**src/rtl/riego_pkg.sv**
```systemverilog
// Shared definitions for the multi-channel irrigation controller:
// FSM encoding, index-width helper and packed-field access macro.
`ifndef RIEGO_PKG_SV
`define RIEGO_PKG_SV

// Selects field i (width w) out of a packed per-channel bus.
`define RIEGO_CAMPO(bus, i, w) bus[(i)*(w) +: (w)]

package riego_pkg;

    typedef enum logic [1:0] {
        ST_IDLE    = 2'd0,
        ST_RIEGO   = 2'd1,
        ST_PAUSA   = 2'd2,
        ST_BLOQUEO = 2'd3
    } estado_e;

    // Width of a channel index; never zero, even for a single channel.
    function automatic int ancho_idx(input int n);
        return (n > 1) ? $clog2(n) : 1;
    endfunction

endpackage

`endif

```
**src/rtl/arbitro_rr.sv**
```systemverilog
// Combinational round-robin search: first requesting channel at or
// after puntero, wrapping around to channel 0.
module arbitro_rr
    import riego_pkg::*;
#(
    parameter int N_CANAL = 4,
    parameter int W_IDX   = ancho_idx(N_CANAL)
) (
    input  logic [N_CANAL-1:0] req,
    input  logic [W_IDX-1:0]   puntero,
    output logic [W_IDX-1:0]   grant,
    output logic               valid
);

    logic [W_IDX-1:0] idx;

    // Scanning from the far end lets the closest requester overwrite the others.
    always_comb begin
        // NOTE: every output gets a default first so no path leaves it unassigned (no latch).
        grant = '0;
        valid = 1'b0;
        idx   = '0;
        for (int k = N_CANAL - 1; k >= 0; k--) begin
            idx = W_IDX'((int'(puntero) + k) % N_CANAL);
            if (req[idx]) begin
                grant = idx;
                valid = 1'b1;
            end
        end
    end

endmodule

```
**src/rtl/riego_multicanal.sv**
```systemverilog
// Multi-channel irrigation controller: one pump at a time, round-robin
// between dry channels, per-channel cooldown and low-tank lockout.
module riego_multicanal
    import riego_pkg::*;
#(
    parameter int N_CANAL = 4,
    parameter int W_HUM   = 12,
    parameter int W_T     = 8
) (
    input  logic                          clk,
    input  logic                          rst_n,
    input  logic                          tick1Hz,
    input  logic                          MODbomba,
    input  logic                          lowLevel,
    input  logic [N_CANAL-1:0]            habilitar,
    input  logic [N_CANAL*W_HUM-1:0]      humedad,
    input  logic [N_CANAL*W_HUM-1:0]      umbral,
    input  logic [W_T-1:0]                tiempoRiego,
    input  logic [W_T-1:0]                enfriamiento,
    output logic [N_CANAL-1:0]            activarB,
    output logic [N_CANAL-1:0]            pendiente,
    output logic [ancho_idx(N_CANAL)-1:0] canal,
    output logic                          alarma
);

    localparam int W_IDX = ancho_idx(N_CANAL);

    estado_e          estado_q, estado_d;
    logic [W_IDX-1:0] canal_q, canal_d;
    logic [W_IDX-1:0] puntero_q, puntero_d;
    logic [W_T-1:0]   dur_q, dur_d;
    logic [W_T-1:0]   cool_q [N_CANAL];
    logic [W_T-1:0]   cool_d [N_CANAL];
    logic [N_CANAL-1:0] req;
    logic [W_IDX-1:0] grant;
    logic             grant_valid;

    always_comb begin
        req = '0;
        for (int i = 0; i < N_CANAL; i++) begin
            req[i] = habilitar[i]
                     && (`RIEGO_CAMPO(humedad, i, W_HUM) < `RIEGO_CAMPO(umbral, i, W_HUM))
                     && (cool_q[i] == '0);
        end
    end

    arbitro_rr #(
        .N_CANAL (N_CANAL),
        .W_IDX   (W_IDX)
    ) u_arbitro (
        .req     (req),
        .puntero (puntero_q),
        .grant   (grant),
        .valid   (grant_valid)
    );

    always_comb begin
        estado_d  = estado_q;
        canal_d   = canal_q;
        puntero_d = puntero_q;
        dur_d     = dur_q;
        for (int i = 0; i < N_CANAL; i++) begin
            cool_d[i] = (tick1Hz && cool_q[i] != '0) ? cool_q[i] - W_T'(1) : cool_q[i];
        end

        if (!MODbomba) begin
            estado_d = ST_IDLE;
            dur_d    = '0;
        end else begin
            unique case (estado_q)
                ST_IDLE: begin
                    if (lowLevel && grant_valid) begin
                        estado_d = ST_RIEGO;
                        canal_d  = grant;
                        dur_d    = (tiempoRiego == '0) ? W_T'(1) : tiempoRiego;
                    end
                end
                ST_RIEGO: begin
                    // An abort keeps puntero and grants no cooldown, so this channel goes first later.
                    if (!lowLevel) begin
                        estado_d = ST_BLOQUEO;
                        dur_d    = '0;
                    end else if (tick1Hz) begin
                        if (dur_q <= W_T'(1)) begin
                            estado_d        = ST_PAUSA;
                            dur_d           = '0;
                            cool_d[canal_q] = enfriamiento;
                            puntero_d       = (canal_q == W_IDX'(N_CANAL - 1)) ? '0
                                                                               : canal_q + W_IDX'(1);
                        end else begin
                            dur_d = dur_q - W_T'(1);
                        end
                    end
                end
                ST_PAUSA: begin
                    if (tick1Hz) estado_d = ST_IDLE;
                end
                ST_BLOQUEO: begin
                    if (tick1Hz && lowLevel) estado_d = ST_IDLE;
                end
                default: estado_d = ST_IDLE;
            endcase
        end
    end

    always_ff @(posedge clk or negedge rst_n) begin
        if (!rst_n) begin
            // NOTE: non-blocking assignments here so every flop samples the pre-edge values.
            estado_q  <= ST_IDLE;
            canal_q   <= '0;
            puntero_q <= '0;
            dur_q     <= '0;
            // NOTE: the cooldown array is real state read every cycle, so it must be reset.
            for (int i = 0; i < N_CANAL; i++) cool_q[i] <= '0;
        end else begin
            estado_q  <= estado_d;
            canal_q   <= canal_d;
            puntero_q <= puntero_d;
            dur_q     <= dur_d;
            for (int i = 0; i < N_CANAL; i++) cool_q[i] <= cool_d[i];
        end
    end

    // Decoded from the state register so an asynchronous reset drops the pump at once.
    always_comb begin
        activarB = '0;
        if (estado_q == ST_RIEGO) activarB[canal_q] = 1'b1;
    end

    assign pendiente = req;
    assign canal     = canal_q;
    assign alarma    = !lowLevel && (|req);

endmodule

```
**config.mk**
```make
export PLATFORM = sky130hd
export DESIGN_NAME = riego_multicanal
export DESIGN_NICKNAME = d
export VERILOG_FILES = /design/src/rtl/riego_pkg.sv /design/src/rtl/arbitro_rr.sv /design/src/rtl/riego_multicanal.sv
export SDC_FILE = /design/constraint.sdc
export NUM_CORES = 1
export LEC_CHECK = 0
export BUFFER_PORTS_ARGS = -buffer_cell sky130_fd_sc_hd__buf_4
export CORE_MARGIN = 2
export CORE_UTILIZATION = 56
export DETAILED_ROUTE_END_ITERATION = 7
export PLACE_DENSITY = 0.87
export SYNTH_ARGS = -nofsm -noshare
export SYNTH_HDL_FRONTEND = slang
export SYNTH_SLANG_ARGS = --single-unit
```
**constraint.sdc**
```tcl
create_clock -name clk -period 3.4 [get_ports clk]
set_input_delay 0.17 -clock clk [delete_from_list [all_inputs] [get_ports clk]]
set_output_delay 0.17 -clock clk [all_outputs]
set_load 0.05 [all_outputs]
```
======== Yosys cells after proc, flatten, opt, wreduce, memory -nomap -nowiden ========
Cells that the tools add are included.
operators by class
  $add $sub $neg .......................... 9
  order comparisons ....................... 13
  equality and inequality tests ........... 10
  multiplexer cells ....................... 47
  bitwise gates (word level) .............. 1
  reduce and logical (&&, ||, !) cells .... 33
operators with widths
  cell                 number
  $mux 32              5
  $mux 8               11
  $lt 12x12->1         4
  $logic_not 8->1      5
  $sub 8x1->8 const B  5
  $bwmux 32            1
  $reduce_bool 8->1    4
  $mux 2               12
  $logic_and 1x1->1    17
  $demux 8 s2          1
  $pmux 8 s2           1
  $lt 2x3->1 const B   5
  $reduce_and 5->1     2
  $mux 1               9
  $ne 3x3->1 const B   3
  $bmux 1 s2           4
  $le 8x1->1 const B   1
  $ne 4x4->1 const B   2
  $pmux 2 s4           1
  $eq 2x2->1 const B   3
  $reduce_and 3->1     2
  $add 2x1->2 const B  2
  $add 2x2->2 const B  2
  $mux 4               1
  other kinds (10)     10
word-level totals
  register bits after elaboration ......... 46
  input bits .............................. 121
  output and inout port bits .............. 11
  word-level logic and storage cells ...... 121

======== Logic depth before layout (Yosys ltp) ========
Gate-level depths: netlist (run 1).
  word-level depth ........................ 13
  depth in mapped cells ................... 10
  mapped depth without buffers ............ 10

======== By module ========
Synthesis (run 1) repeated with hierarchy kept, for this count alone.
unflattened totals
  cells, all modules ...................... 479
  area total of the unflattened synthesis .. 3960.0 µm²
modules (own cells, without submodules)
  module            times used  cells an instance  area each (µm²)  sequential area each (µm²)
  riego_multicanal  1           466                3882.5           1151.1
  arbitro_rr        1           13                 77.6             0.0

======== Worst setup path before layout (run 1) ========
No wires, ideal clock.
  path type ............................... register to register
  start ................................... register cool_q[19] (netlist name)
  end ..................................... register dur_q[4]
  setup time .............................. 0.128 ns
  data arrival time ....................... 2.194 ns
  required time ........................... 3.272 ns
  setup slack ............................. 1.078 ns
  cell stages (with the launch flop) ...... 8
  buffers on the path ..................... 0
  clock period less this slack ............ 2.322 ns
  cells stage by stage .................... dfrtp_1 nor4_1 nand3_1 a2111o_1 inv_1 o41ai_2 a221oi_1 nor3_1
between the ends
  cells in the longest elaborated chain, start to end .. 11
  elaborated cells between the ends (all ways) .. 17
  those cells by class .................... eq/ne (1); mux (12); reduce/logical (4)
ends and longest elaborated chain
  element                       line                     source
  start: declaration            riego_multicanal.sv:32   logic [W_T-1:0] cool_q [N_CANAL];
  $logic_not 8->1 *             riego_multicanal.sv:43   && (cool_q[i] == '0);
  $logic_and 1x1->1 *           riego_multicanal.sv:41   req[i] = habilitar[i]
  net pendiente[1]              riego_multicanal.sv:21   output logic [N_CANAL-1:0] pendiente,
  $bmux 1 s2                    arbitro_rr.sv:25         if (req[idx]) begin
  $mux 1 (not written as such)  arbitro_rr.sv:25
  $mux 1 (3 in a row)           arbitro_rr.sv:25
  $mux 1 *                      arbitro_rr.sv:25
  $logic_and 1x1->1 *           riego_multicanal.sv:72   if (lowLevel && grant_valid) begin
  $ne 3x3->1 (no line) *        --
  $reduce_and 3->1 (no line) *  --
  end signal: assignment        riego_multicanal.sv:119  dur_q <= dur_d;
  end: declaration              riego_multicanal.sv:31   logic [W_T-1:0] dur_q, dur_d;
Mark *: on every way through the listed nets, which the timed path passes. The rest lies on a longest branch. The select of a mux whose other input is x is not followed.
A chain may end at the register's enable or synchronous reset.

======== Final worst setup path (run 1) ========
  start ................................... register cool_q[19] (netlist name)
  end ..................................... output alarma
between the ends
  cells in the longest elaborated chain, start to end .. 4
ends and longest elaborated chain
  element            line                     source
  $logic_not 8->1    riego_multicanal.sv:43
  $logic_and 1x1->1  riego_multicanal.sv:41
  $reduce_or 4->1    riego_multicanal.sv:132  assign alarma = !lowLevel && (|req);
  $logic_and 1x1->1  riego_multicanal.sv:132
  end: declaration   riego_multicanal.sv:23   output logic alarma
No other way between the ends.

==> impl_metrics.yaml, run 1 <==
worst_setup_path:
  reg2reg_to: "cool_q[17]"
  r2r_cells: 5
  reg2reg_setup_slack_ps: 890
  regToRegStartpoint: "dur_q[5]"
  crit_path_end_kind: "output port"
  path_class: "reg -> out"
  cp_num_buf_inv: 1
  path_delay_family: "simple AND/OR/NAND/NOR gates"
  start_kind: "register"
  cp_cell_sequence: "nor4_1 -> nand3_1 -> a2111o_1 -> nand4_1 -> and2_1 -> buf_4"
  cpPeakStageDelay_ps: 450
  arrival_ps: 2370
  crit_fanout: 5
  slowest_stage: "dfrtp_1"
  cp_data_required_time_ps: 3230
logic_synthesis:
  synth-edff-count: 0
  syn-num-nets: 671
  ys.warnings.count: 0
  ys_types: 56
  synth_ff_type: "dfrtp_1"
  ys_seq_area_share_pct: 28.6
  synth-seq-cells: 46
  syn_area_um2: 4020
  syn_area_per_cell_um2: 8.11
  synth_async_sr_flop_share_pct: 100
  syn_inst: 496
place:
  placed_area_um2: 5080
  dpl.hpwl_um: 8780
  portBuffers: 131
  post-place-ws_ps: 757
  place_congestion: 0.947
clock_network:
  postCtsSetupBuffers: 0
  cts_max_level: 2
  path_clk_slew_ps: 100
  clk_latency_ps: 310
  cts_max_path_buffers: 2
  clkSinkCount: 46
  cts_tree: "yes"
  cts_buffers: 5
  cts_resized: 0
  cts-root-buf: "clkbuf_8"
floorplan:
  start_util_pct: 58.5
  die_w_um: 88.7
  io_pins: 132
  die_height_um: 88.7
  placement_rows: 30
  die_area_um2: 7870
  core_area_um2: 6870
min_path:
  min-delay-start: "MODbomba"
  min_path_type: "in -> reg"
  holdPathEnd: "dur_q[0]"
  min_path_cells: 2
drt:
  vias: 4036
  ant_nets: 0
  via_per_inst: 5.58
  wl_per_cell_um: 15.0
  first_pass_iters: 5
  drt_wl_total_um: 10900
  drtIter0Drc: 189
  drc_errors: 0
layout:
  final_cell_area_um2: 5180
  final_core_util_pct: 75.5
  n_antenna_cell: 0
  final_common_cell: "buf_4"
  nets: 801
  fill_cells: 535
  area_delta_synth_final_pct: 28.9
  layout_common_cells: "buf_4 (131), inv_1 (65), nor2_1 (55)"
  drive_gt1_share_pct: 25.7
global_route:
  grtUsageTotal_pct: 28.6
  grt_overflow_total: 0
  grt_pass1_wl_um: 17800
  antenna_found_initial: 0
  grt_pass1_vias: 4108
  grt_start_max_net_pins: 47
sta:
  drv_slew: 0
  slew_headroom_pct: 43.4
  fin_ws_ps: 864
  tightest_slew_ps: 839
  min_period_ps: 2540
  fmax_mhz: 394
  fin_crit_sh_pct: 74.6
  finalSetupTns_ps: 0
  grt_setup_unrepaired: "no"
  clock_skew_ps: 14.9
  setup_viol: 0
  final_hold_viol_count: 0
power:
  p_leak_nw: 2.61
  cellPowerDensity_nw_per_um2: 429
  vdd_drop_max_v: 0.000370
run_status:
  outcome: "finished, final reports clean"
run:
  maxCapViolCount: 0
==> synthesized netlist by cell type (2+ instances only) <==
master | instances | area (um^2)
a21oi_1 | 52 | 260
nand3_1 | 6 | 30.0
a21o_1 | 3 | 22.5
dfrtp_1 | 46 | 1150
a211oi_1 | 3 | 22.5
xor2_1 | 9 | 78.8
nor2_1 | 55 | 206
or3_1 | 7 | 43.8
o2111ai_2 | 2 | 30.0
or4_1 | 4 | 30.0
mux2_2 | 3 | 33.8
ha_1 | 54 | 676
a31oi_1 | 6 | 37.5
nand2_1 | 29 | 109
o22ai_1 | 4 | 25.0
or4_4 | 2 | 22.5
clkbuf_1 | 3 | 11.3
inv_2 | 2 | 7.51
o41ai_2 | 2 | 32.5
and2_1 | 6 | 37.5
nand4_1 | 8 | 50.1
nor2b_1 | 11 | 68.8
or2_2 | 2 | 12.5
xnor2_1 | 17 | 149
inv_1 | 65 | 244
nand2b_1 | 9 | 56.3
o32ai_1 | 2 | 17.5
buf_2 | 5 | 25.0
nor4_1 | 9 | 56.3
o21ai_0 | 30 | 150
o211ai_1 | 2 | 15.0
nor3_1 | 14 | 70.1
==> routing by layer <==
layer  wire length [um]  part of all wire [%]  GRT usage, %
met5                  0                     0             0
met1               4180                    38          32.3
met4                280                   2.6          9.50
met2               5730                    53          54.4
met3                688                   6.3          4.29
==> worst max-delay path by stage <==
stage                startpoint    endpoint  slack [ps]  depth (start not counted)
floorplan            cool_q[19]    dur_q[4]        1080                          7
global placement    humedad[31]    dur_q[1]         860                         10
detailed placement  humedad[31]    dur_q[1]         760                         10
CTS                  cool_q[19]      alarma         880                          6
global route           dur_q[4]  cool_q[17]         700                          5
finish               cool_q[19]      alarma         860                          6
==> through the flow <==
step	total power, mW	hold slack, ps	cells
floorplan	1.55	-126	496
global placement	1.80	205	714
detailed placement	1.86	214	714
CTS	2.22	138	723
global route	2.40	139	723
finish	2.22	136	723
==> cells by family (layout without fill, tap and decap cells) <==
kind of cell    Yosys count  count (layout)  share of synthesized area, %
buf+inv                  77             208                          7.44
mux                       4               4                          1.09
xor+xnor                 26              26                          5.66
fa+ha+maj                54              54                          16.8
compound gates          117             117                          18.2
flops                    46              46                          28.6
simple gates            172             172                          22.2
==> state kept, by name, summed over array words and instances, names as in the netlist <==
name       flops
dur_q          8
puntero_q      2
estado_q       2
cool_q        32
canal          2
==> worst register-to-register path, delay by kind of cell, from the launching register on <==
kind | cells | cell delay [ps]
AND/OR/NAND/NOR | 3 | 1260
flip-flops | 1 | 430
multiplexers | 1 | 390
AO/OA/AOI/OAI | 1 | 310
==> final cells by class <==
class	instances	area (um^2)	area share [%]
clock buffers	5	68.8	1.33
clock inverters	3	23.8	0.459
inverters	68	255	4.92
multi-input cells	373	2570	49.6
flip-flops and latches	46	1150	22.2
well taps	96	120	2.32
repair buffers	132	993	19.2
==> repair_timing <==
action,4_1_cts,5_1_grt
hold buffers,1,0
setup endpoints to repair,0,0
hold endpoints to repair,46,0
==> where the power goes <==
part           leakage (nW)  total, mW  internal [mW]  switching (mW)
Clock                0.0408      0.350          0.147           0.202
Sequential            0.578      0.945          0.752           0.193
Combinational          1.99      0.929          0.476           0.453
Total                  2.61       2.22           1.38           0.848
Power figures use the tool's default switching activity.
==> run 2: changes to the inputs <==
Settings changed: CORE_UTILIZATION 56 to 52, PLACE_DENSITY 0.87 to 0.82.
Clock period 3.4 ns to 2.5 ns, I/O delays scaled along.
==> impl_metrics.yaml, run 2 (synthesized netlist as in run 1, its figures left out) <==
run_status:
  outcome: "finished, final reports clean"
sta:
  grt_setup_unrepaired: "no"
  tightest_slew_ps: 777
  drv_slew: 0
  slew_headroom_pct: 47.6
  setup_viol: 0
  fmax_mhz: 415
  fin_crit_sh_pct: 96.3
  clock_skew_ps: 11.2
  final_hold_viol_count: 0
  min_period_ps: 2410
layout:
  area_delta_synth_final_pct: 31.0
  seq_area_um2: 1150
  final_core_util_pct: 69.2
  drive_gt1_share_pct: 26.7
  final_cell_area_um2: 5270
  largest_reg_flops: 32
  nets: 806
  layout_common_cells: "buf_4 (136), inv_1 (65), nor2_1 (55)"
  n_antenna_cell: 0
  regMostFlops: "cool_q"
  largest_registers: "cool_q x32, dur_q x8"
  final_common_cell: "buf_4"
  multiInputGateArea_um2: 2610
  fill_cells: 643
drt:
  ant_nets: 0
  drtIter0Drc: 219
  drt_wl_total_um: 10700
  first_pass_iters: 5
  wl_per_cell_um: 14.6
  drc_errors: 0
  vias: 4033
  via_per_inst: 5.49
floorplan:
  start_util_pct: 52.9
  die_height_um: 91.9
  io_pins: 132
  die_w_um: 91.9
  die_area_um2: 8450
  core_area_um2: 7610
  placement_rows: 32
power:
  combPwrFrac_pct: 41.8
  p_leak_nw: 2.64
  cell_internal_pwr_mw: 1.89
  cellPowerDensity_nw_per_um2: 577
  p_seq_share_pct: 43.0
  netSwitchingPower_mw: 1.15
  clockPowerShare_pct: 15.2
  vdd_drop_max_v: 0.000328
  p_sw_share_pct: 37.8
global_route:
  grt_pass1_wl_um: 18000
  grt_pass1_vias: 4008
  grt_overflow_total: 0
  grt_start_max_net_pins: 47
  antenna_found_initial: 0
  grtUsageTotal_pct: 25.9
worst_setup_path:
  cp_data_required_time_ps: 2380
  crit_path_end_kind: "output port"
  start_kind: "register"
  crit_fanout: 5
  path_class: "reg -> out"
  reg2reg_setup_slack_ps: 100
  arrival_ps: 2280
clock_network:
  path_clk_slew_ps: 100
  cts_buffers: 5
  cts_max_level: 2
  clk_latency_ps: 300
  cts_tree: "yes"
  clkSinkCount: 46
  cts_max_path_buffers: 2
  cts-root-buf: "clkbuf_8"
place:
  placed_area_um2: 5120
  place_congestion: 0.948
  dpl.hpwl_um: 8640
  portBuffers: 131
run:
  maxCapViolCount: 0
min_path:
  min_path_type: "in -> reg"
-- run 2: through the flow --
step | std cells | setup WS, ps | setup TNS, ps | hold slack, ps | total power [mW]
2_1_floorplan | 496 | 178 | 0 | -171 | 2.11
3_3_place_gp | 724 | 74.7 | 0 | 169 | 2.45
3_5_place_dp | 724 | -49.9 | -82.1 | 166 | 2.53
4_1_cts | 733 | 1.15 | 0 | 109 | 2.99
5_1_grt | 734 | 7.61 | 0 | 117 | 3.28
6_report | 734 | 93.1 | 0 | 112 | 3.04
-- run 2: final timing paths --
check,start,endpoint,depth (start not counted)
min in group asynchronous,rst_n,cool_q[14],2
min,MODbomba,dur_q[0],2
max reg2reg,cool_q[24],dur_q[1],9
max in group asynchronous,rst_n,cool_q[11],2
max,cool_q[11],alarma,6
min reg2reg,dur_q[7],dur_q[7],2
-- run 2: metal layers --
layer / up-vias / track usage (%) / share of wire (%) / routed length, um
met5: - / 0 / 0 / 0
met4: 0 / 7.71 / 2.7 / 288
met3: 28 / 2.79 / 4.7 / 506
met2: 121 / 48.0 / 51 / 5490
met1: 1888 / 31.4 / 41 / 4400
li1: 1996 / - / - / -
-- run 2: final cells by class --
type,instances,area share (%)
clock buffer,5,1.31
clock inverter,3,0.404
inverter,68,4.85
multi-input combinational,373,49.6
sequential,46,21.9
tap,102,2.42
timing repair buffer,137,19.6
-- run 2: worst max-delay path, stage by stage, from the launching register on --
cell	delay, ps
dfrtp_2	440
or4_4	570
nor3_4	260
o2111ai_4	180
nand4_1	180
and2_1	150
buf_4	200
-- run 2: repair_timing --
item                                   in CTS  in global routing
setup buffers                               0                  1
setup endpoints to repair                   0                 11
resized for setup                           0                  7
endpoints found under the hold margin      46                  0
hold buffers                                1                  0
-- run 2: power groups by stage --
stage	Combinational (mW)	Sequential (mW)	Clock, mW
finish	1.27	1.31	0.461
global route	1.44	1.35	0.500
CTS	1.25	1.27	0.467
detailed placement	1.24	1.29	0
global placement	1.18	1.27	0
floorplan	0.881	1.23	0
